File: src/rtl/axi_budget_regulator.sv
`timescale 1ns/1ps
// Per-period AR/AW admission regulator: caps address handshakes per replenishment period
// and total in-flight transactions; B/R channels are only observed.
module axi_budget_regulator #(
    parameter int PERIOD_CYCLES   = 1000,
    parameter int BUDGET_WIDTH    = 16,
    parameter int MAX_OUTSTANDING = 8,
    localparam int OW = $clog2(MAX_OUTSTANDING + 1),
    localparam int PW = (PERIOD_CYCLES > 1) ? $clog2(PERIOD_CYCLES) : 1
) (
    input  logic                    s00_axi_aclk,
    input  logic                    s00_axi_aresetn,
    input  logic                    enable,
    input  logic [BUDGET_WIDTH-1:0] budget_cfg,
    input  logic                    s00_axi_arvalid,
    output logic                    s00_axi_arready,
    output logic                    m00_axi_arvalid,
    input  logic                    m00_axi_arready,
    input  logic                    s00_axi_awvalid,
    output logic                    s00_axi_awready,
    output logic                    m00_axi_awvalid,
    input  logic                    m00_axi_awready,
    input  logic                    m00_axi_bvalid,
    input  logic                    m00_axi_bready,
    input  logic                    m00_axi_rvalid,
    input  logic                    m00_axi_rready,
    input  logic                    m00_axi_rlast,
    output logic [BUDGET_WIDTH-1:0] budget_left,
    output logic [OW-1:0]           outstanding,
    output logic                    throttled,
    output logic                    period_tick,
    output logic                    resp_underflow
);

    localparam int SW = OW + 2;
    localparam logic [PW-1:0] PERIOD_LAST = PW'(PERIOD_CYCLES - 1);
    localparam logic [OW-1:0] MAX_OUT     = OW'(MAX_OUTSTANDING);

    logic [PW-1:0]           period_q;
    logic [BUDGET_WIDTH-1:0] budget_q;
    logic                    fresh_q;
    logic [OW-1:0]           outs_q;
    logic                    rr_q;
    logic                    throttled_q;
    logic                    underflow_q;

    logic                    tick;
    logic [BUDGET_WIDTH-1:0] budget_eff;
    logic [OW-1:0]           room;
    logic                    budget_empty;
    logic                    slots_zero;
    logic                    slots_ge2;
    logic                    slots_one;
    logic                    contend;
    logic                    allow_ar;
    logic                    allow_aw;
    logic                    ar_acc;
    logic                    aw_acc;
    logic                    b_done;
    logic                    r_done;
    logic [1:0]              consumed;
    logic [BUDGET_WIDTH:0]   budget_sub;
    logic [BUDGET_WIDTH-1:0] budget_nxt;
    logic [SW-1:0]           outs_sum;
    logic                    outs_neg;
    logic [OW-1:0]           outs_nxt;

    // Until the first clock after reset release the budget tracks budget_cfg directly.
    assign budget_eff   = fresh_q ? budget_cfg : budget_q;
    assign tick         = (period_q == PERIOD_LAST);
    assign room         = MAX_OUT - outs_q;
    assign budget_empty = (budget_eff == '0);

    assign slots_zero = (enable & budget_empty) | (room == '0);
    assign slots_ge2  = (~enable | (budget_eff > BUDGET_WIDTH'(1))) & (room > OW'(1));
    assign slots_one  = ~slots_zero & ~slots_ge2;
    assign contend    = slots_one & s00_axi_arvalid & s00_axi_awvalid;

    assign allow_ar = slots_ge2 | (slots_one & (~s00_axi_awvalid | ~rr_q));
    assign allow_aw = slots_ge2 | (slots_one & (~s00_axi_arvalid | rr_q));

    assign m00_axi_arvalid = s00_axi_arvalid & allow_ar;
    assign s00_axi_arready = m00_axi_arready & allow_ar;
    assign m00_axi_awvalid = s00_axi_awvalid & allow_aw;
    assign s00_axi_awready = m00_axi_awready & allow_aw;

    assign ar_acc = m00_axi_arvalid & m00_axi_arready;
    assign aw_acc = m00_axi_awvalid & m00_axi_awready;
    assign b_done = m00_axi_bvalid & m00_axi_bready;
    assign r_done = m00_axi_rvalid & m00_axi_rready & m00_axi_rlast;

    always_comb begin
        consumed   = {1'b0, ar_acc} + {1'b0, aw_acc};
        budget_sub = {1'b0, budget_eff} - (BUDGET_WIDTH + 1)'(consumed);
        if (tick) begin
            budget_nxt = budget_cfg;
        end else if (budget_sub[BUDGET_WIDTH]) begin
            budget_nxt = '0;
        end else begin
            budget_nxt = budget_sub[BUDGET_WIDTH-1:0];
        end

        // Signed in SW bits: the MSB flags a completion with nothing in flight.
        outs_sum = SW'(outs_q) + SW'(ar_acc) + SW'(aw_acc) - SW'(b_done) - SW'(r_done);
        outs_neg = outs_sum[SW-1];
        outs_nxt = outs_neg ? '0 : outs_sum[OW-1:0];
    end

    always_ff @(posedge s00_axi_aclk or negedge s00_axi_aresetn) begin
        if (!s00_axi_aresetn) begin
            period_q    <= '0;
            budget_q    <= '0;
            fresh_q     <= 1'b1;
            outs_q      <= '0;
            rr_q        <= 1'b0;
            throttled_q <= 1'b0;
            underflow_q <= 1'b0;
        end else begin
            period_q    <= tick ? '0 : period_q + PW'(1);
            budget_q    <= budget_nxt;
            fresh_q     <= 1'b0;
            outs_q      <= outs_nxt;
            if (contend && (ar_acc || aw_acc)) begin
                rr_q <= ~rr_q;
            end
            throttled_q <= enable & (s00_axi_arvalid | s00_axi_awvalid) & budget_empty;
            underflow_q <= underflow_q | outs_neg;
        end
    end

    assign budget_left    = budget_eff;
    assign outstanding    = outs_q;
    assign throttled      = throttled_q;
    assign period_tick    = tick;
    assign resp_underflow = underflow_q;

endmodule
File: config.mk
export PLATFORM = sky130hd
export DESIGN_NAME = axi_budget_regulator
export DESIGN_NICKNAME = d
export VERILOG_FILES = /design/src/rtl/axi_budget_regulator.sv
export SDC_FILE = /design/constraint.sdc
export NUM_CORES = 1
export LEC_CHECK = 0
export CAP_MARGIN = 20
export CORE_MARGIN = 2
export CORE_UTILIZATION = 50
export DETAILED_ROUTE_END_ITERATION = 10
export PLACE_DENSITY = 0.81
export SLEW_MARGIN = 20
export SYNTH_ARGS = -nofsm -noshare
export SYNTH_HDL_FRONTEND = slang
export SYNTH_SLANG_ARGS = --single-unit
File: constraint.sdc
create_clock -name s00_axi_aclk -period 4.6 [get_ports s00_axi_aclk]
set_input_delay 0.46 -clock s00_axi_aclk [delete_from_list [all_inputs] [get_ports s00_axi_aclk]]
set_output_delay 0.46 -clock s00_axi_aclk [all_outputs]
set_load 0.02 [all_outputs]
==> summary.md <==
| Metric | Value |
|---|---|
| Status | completed |
| Top FF cell, synth | dfrtp_1 |
| Io pins | 55 |
| Met1 usage | 28.2% |
| Number of port buffers | 54 |
| GRT busiest layer | met2 |
| HP Start | period_q[0] |
| Area grow syn2layout | 33.3% |
| Crit path DAT | 4.48 ns |
| Initial antenna violation count | 0 |
| Tmin final | 4.31 ns |
| Worst Hold Class | reg -> reg |
| Post-synth EDFFs | 0 |
| Syn avg cell area | 9.25 µm² |
| CTS buffer count | 5 |
| Worst Hold Depth | 1 |
| Number of global-route vias before repair | 2023 |
| Ranking of synthesized cells by area | dfrtp_1, mux2_2, ha_1 |
| Ant. Diodes | 0 |
| Die Y | 71.5 µm |
| Count of pins over their slew limit | 0 |
| Max_cap viols | 0 |
| Hold buffer count at CTS | 0 |
| Unrepaired setup endpoints after global routing | false |
| Placer Congestion | 0.799 |
| Post-DR wirelength/cell | 14.9 µm |
| Syn nets | 285 |
| Core area | 4350 µm² |
| Hpwl dp | 4.23 mm |
| Syn. warnings | 0 |
| Root buffer cell | clkbuf_8 |
| Initial DRT Pass Iterations | 4 |
| Synth unique cells | 50 |
| Tcrit/Tclk final | 93.7% |
| CTS clk-pin slew, worst paths | 0.07 ns |
| Tot GR Track Use | 22.8% |
| Synthesized flop and latch total | 34 |
| Rel. slew slack | 47.4% |
| Setup_tns | 0 ns |
| Seq/Total Area, Yosys | 37.5% |
| Fill cells | 374 |
| Final nets | 352 |
| Leak | 1.29 nW |
| CTS max path bufs | 2 |
| Die area | 5110 µm² |
| Via-to-Cell Ratio | 5.48 |
| Setup Skew | 0.00261 ns |
| DRC | 0 |
| Pwr/cell area | 350 nW/µm² |
| Cells after synthesis | 246 |
| Post-CTS sizing | 0 |
| H-Tree Level Count | 2 |
| F_max | 232 MHz |
| Row cnt | 24 |
| Share of power burned in registers | 35.9% |
| Finished Layout Cells | 366 |
| Post-CTS Setup Repair Bufs | 0 |
| Synth area leader | dfrtp_1 |
| Total gr overflow | 0 |
| Initial core utilization | 52.2% |
| Total vias in the final route | 2004 |
| Measured slew at the worst slew-check pin | 0.787 ns |
| Dpl cells | 358 |
| Crit path max fanout | 14 |
| Worst R2R Start | fresh_q |
| Crit path kind | reg -> reg |
| CP endpoint kind | flip-flop |
| CTS tree | yes |
| Combinational Power Share | 42.7% |
| Clock Latency Late Sink | 0.29 ns |
| Asr flop ratio synth | 100% |
| Antenna-violating nets left | 0 |
| Synth top area share | 36.3% |
| Switching Fraction | 35.2% |
| Largest net degree at the start of global routing | 35 |
| Switch Pwr | 0.374 mW |
| Die span in x | 71.5 µm |
| CTS Sinks | 34 |
| R2r setup slk | 0.29 ns |
| Clock share of power | 21.4% |
| Final Hold Viols | 0 |
| Worst Reg2Reg Path Length in Cells | 13 |
| Worst r2r dst | resp_underflow |
| Met2 usage | 39.3% |
| Synth cell count leaders | dfrtp_1, nand2_1, inv_1 |
| Met3 usage | 5.49% |
| Worst vdd ir | 0.356 mV |
| Int Pwr | 0.687 mW |
| Total Wirelength | 5.45 mm |
| Endpoints failing setup | 0 |
| Most numerous cell in the Yosys netlist | dfrtp_1 |
| First-pass GRT wire length | 9.18 mm |
| Share of cells above drive strength 1 | 11.8% |
| Startpoint types | flip-flop |
| Worst path required time | 4.77 ns |
| Hold path endpoint | period_q[0] |
| 1st-iter DRT viols | 117 |
| Post-Syn Area | 2270 µm² |
[worst max-delay path, stage by stage, from the launching register on]
cell and delay [ns]:
dfstp_2 0.68, or4b_2 0.67, a221oi_2 0.37, nand3_1 0.15, a22o_1 0.27, and4_1 0.23
fa_1 0.48, inv_1 0.06, fa_1 0.39, inv_1 0.07, ha_1 0.16, fa_1 0.19
a21boi_0 0.16, or2_2 0.31
[flip-flops by register name (all words and copies together) (netlist names)]
name / flops
fresh_q: 1
resp_underflow: 1
budget_q: 16
period_q: 10
rr_q: 1
outstanding: 4
throttled: 1
[cell families after synthesis]
family	count (synthesis)	synth area share (%)
multiplexers	16	7.48
other	1	0.165
flip-flops	34	37.5
AND/OR/NAND/NOR	101	24.5
buffers and inverters	25	4.62
AO/OA/AOI/OAI	42	12.3
adder cells (fa/ha/maj)	11	7.37
XOR/XNOR	16	6.16
[placed cells by master, fill, tap and decap left out, types with 4 or more instances in the layout]
cell type / count
nand2_1: 20
and2_1: 7
buf_4: 13
mux2_2: 8
dfrtp_1: 33
inv_1: 18
a21oi_1: 5
mux2i_1: 8
ha_1: 7
nand4_1: 5
clkbuf_8: 6
or3_1: 5
xor2_1: 9
fa_1: 4
xnor2_1: 7
and3_1: 5
nor2_1: 15
o21ai_0: 17
nand3_1: 17
nor3_1: 4
clkdlybuf4s50_1: 54
[cell type report]
class	count	area (µm²)	share of cell area, %
clock buffers	7	86.3	2.85
clock inverters	1	5.00	0.165
repair buffers	67	638	21.0
well taps	52	65.1	2.15
flip-flops and latches	34	852	28.1
inverters	18	67.6	2.23
multi-input cells	187	1320	43.5
[layer usage]
metal  vias up  routed length [µm]
li1        991                   -
met1       952                2390
met2        55                2710
met3         6                 295
met4         0                  60
met5         -                   0
[how the worst max path moves through the flow]
stage | end | slack [ns] | startpoint | depth (start not counted)
2_1_floorplan | resp_underflow | 0.53 | budget_cfg[11] | 13
3_3_place_gp | resp_underflow | 0.1 | budget_cfg[9] | 14
3_5_place_dp | resp_underflow | -0.0003 | budget_cfg[9] | 14
4_1_cts | resp_underflow | 0.27 | fresh_q | 13
5_1_grt | resp_underflow | 0.03 | fresh_q | 15
6_report | resp_underflow | 0.29 | fresh_q | 13
[metrics by stage]
stage	instance area [µm²]	util (%)	worst slack, ns	hold WS [ns]	power (mW)
floorplan	2270	-	0.533	0.164	0.647
global placement	2940	67.5	0.0977	0.449	0.825
detailed placement	2940	67.5	-0.000338	0.453	0.840
CTS	3030	69.6	0.268	0.463	1.07
global route	3030	69.6	0.0287	0.511	1.13
finish	3030	69.6	0.288	0.457	1.06
[power by group through the flow]
stage	clock (mW)	combinational (mW)	sequential, mW
5_1_grt	0.242	0.498	0.386
6_report	0.227	0.453	0.381
3_5_place_dp	0	0.453	0.386
4_1_cts	0.230	0.456	0.382
3_3_place_gp	0	0.440	0.385
2_1_floorplan	0	0.251	0.396
Power figures use the tool's default switching activity.
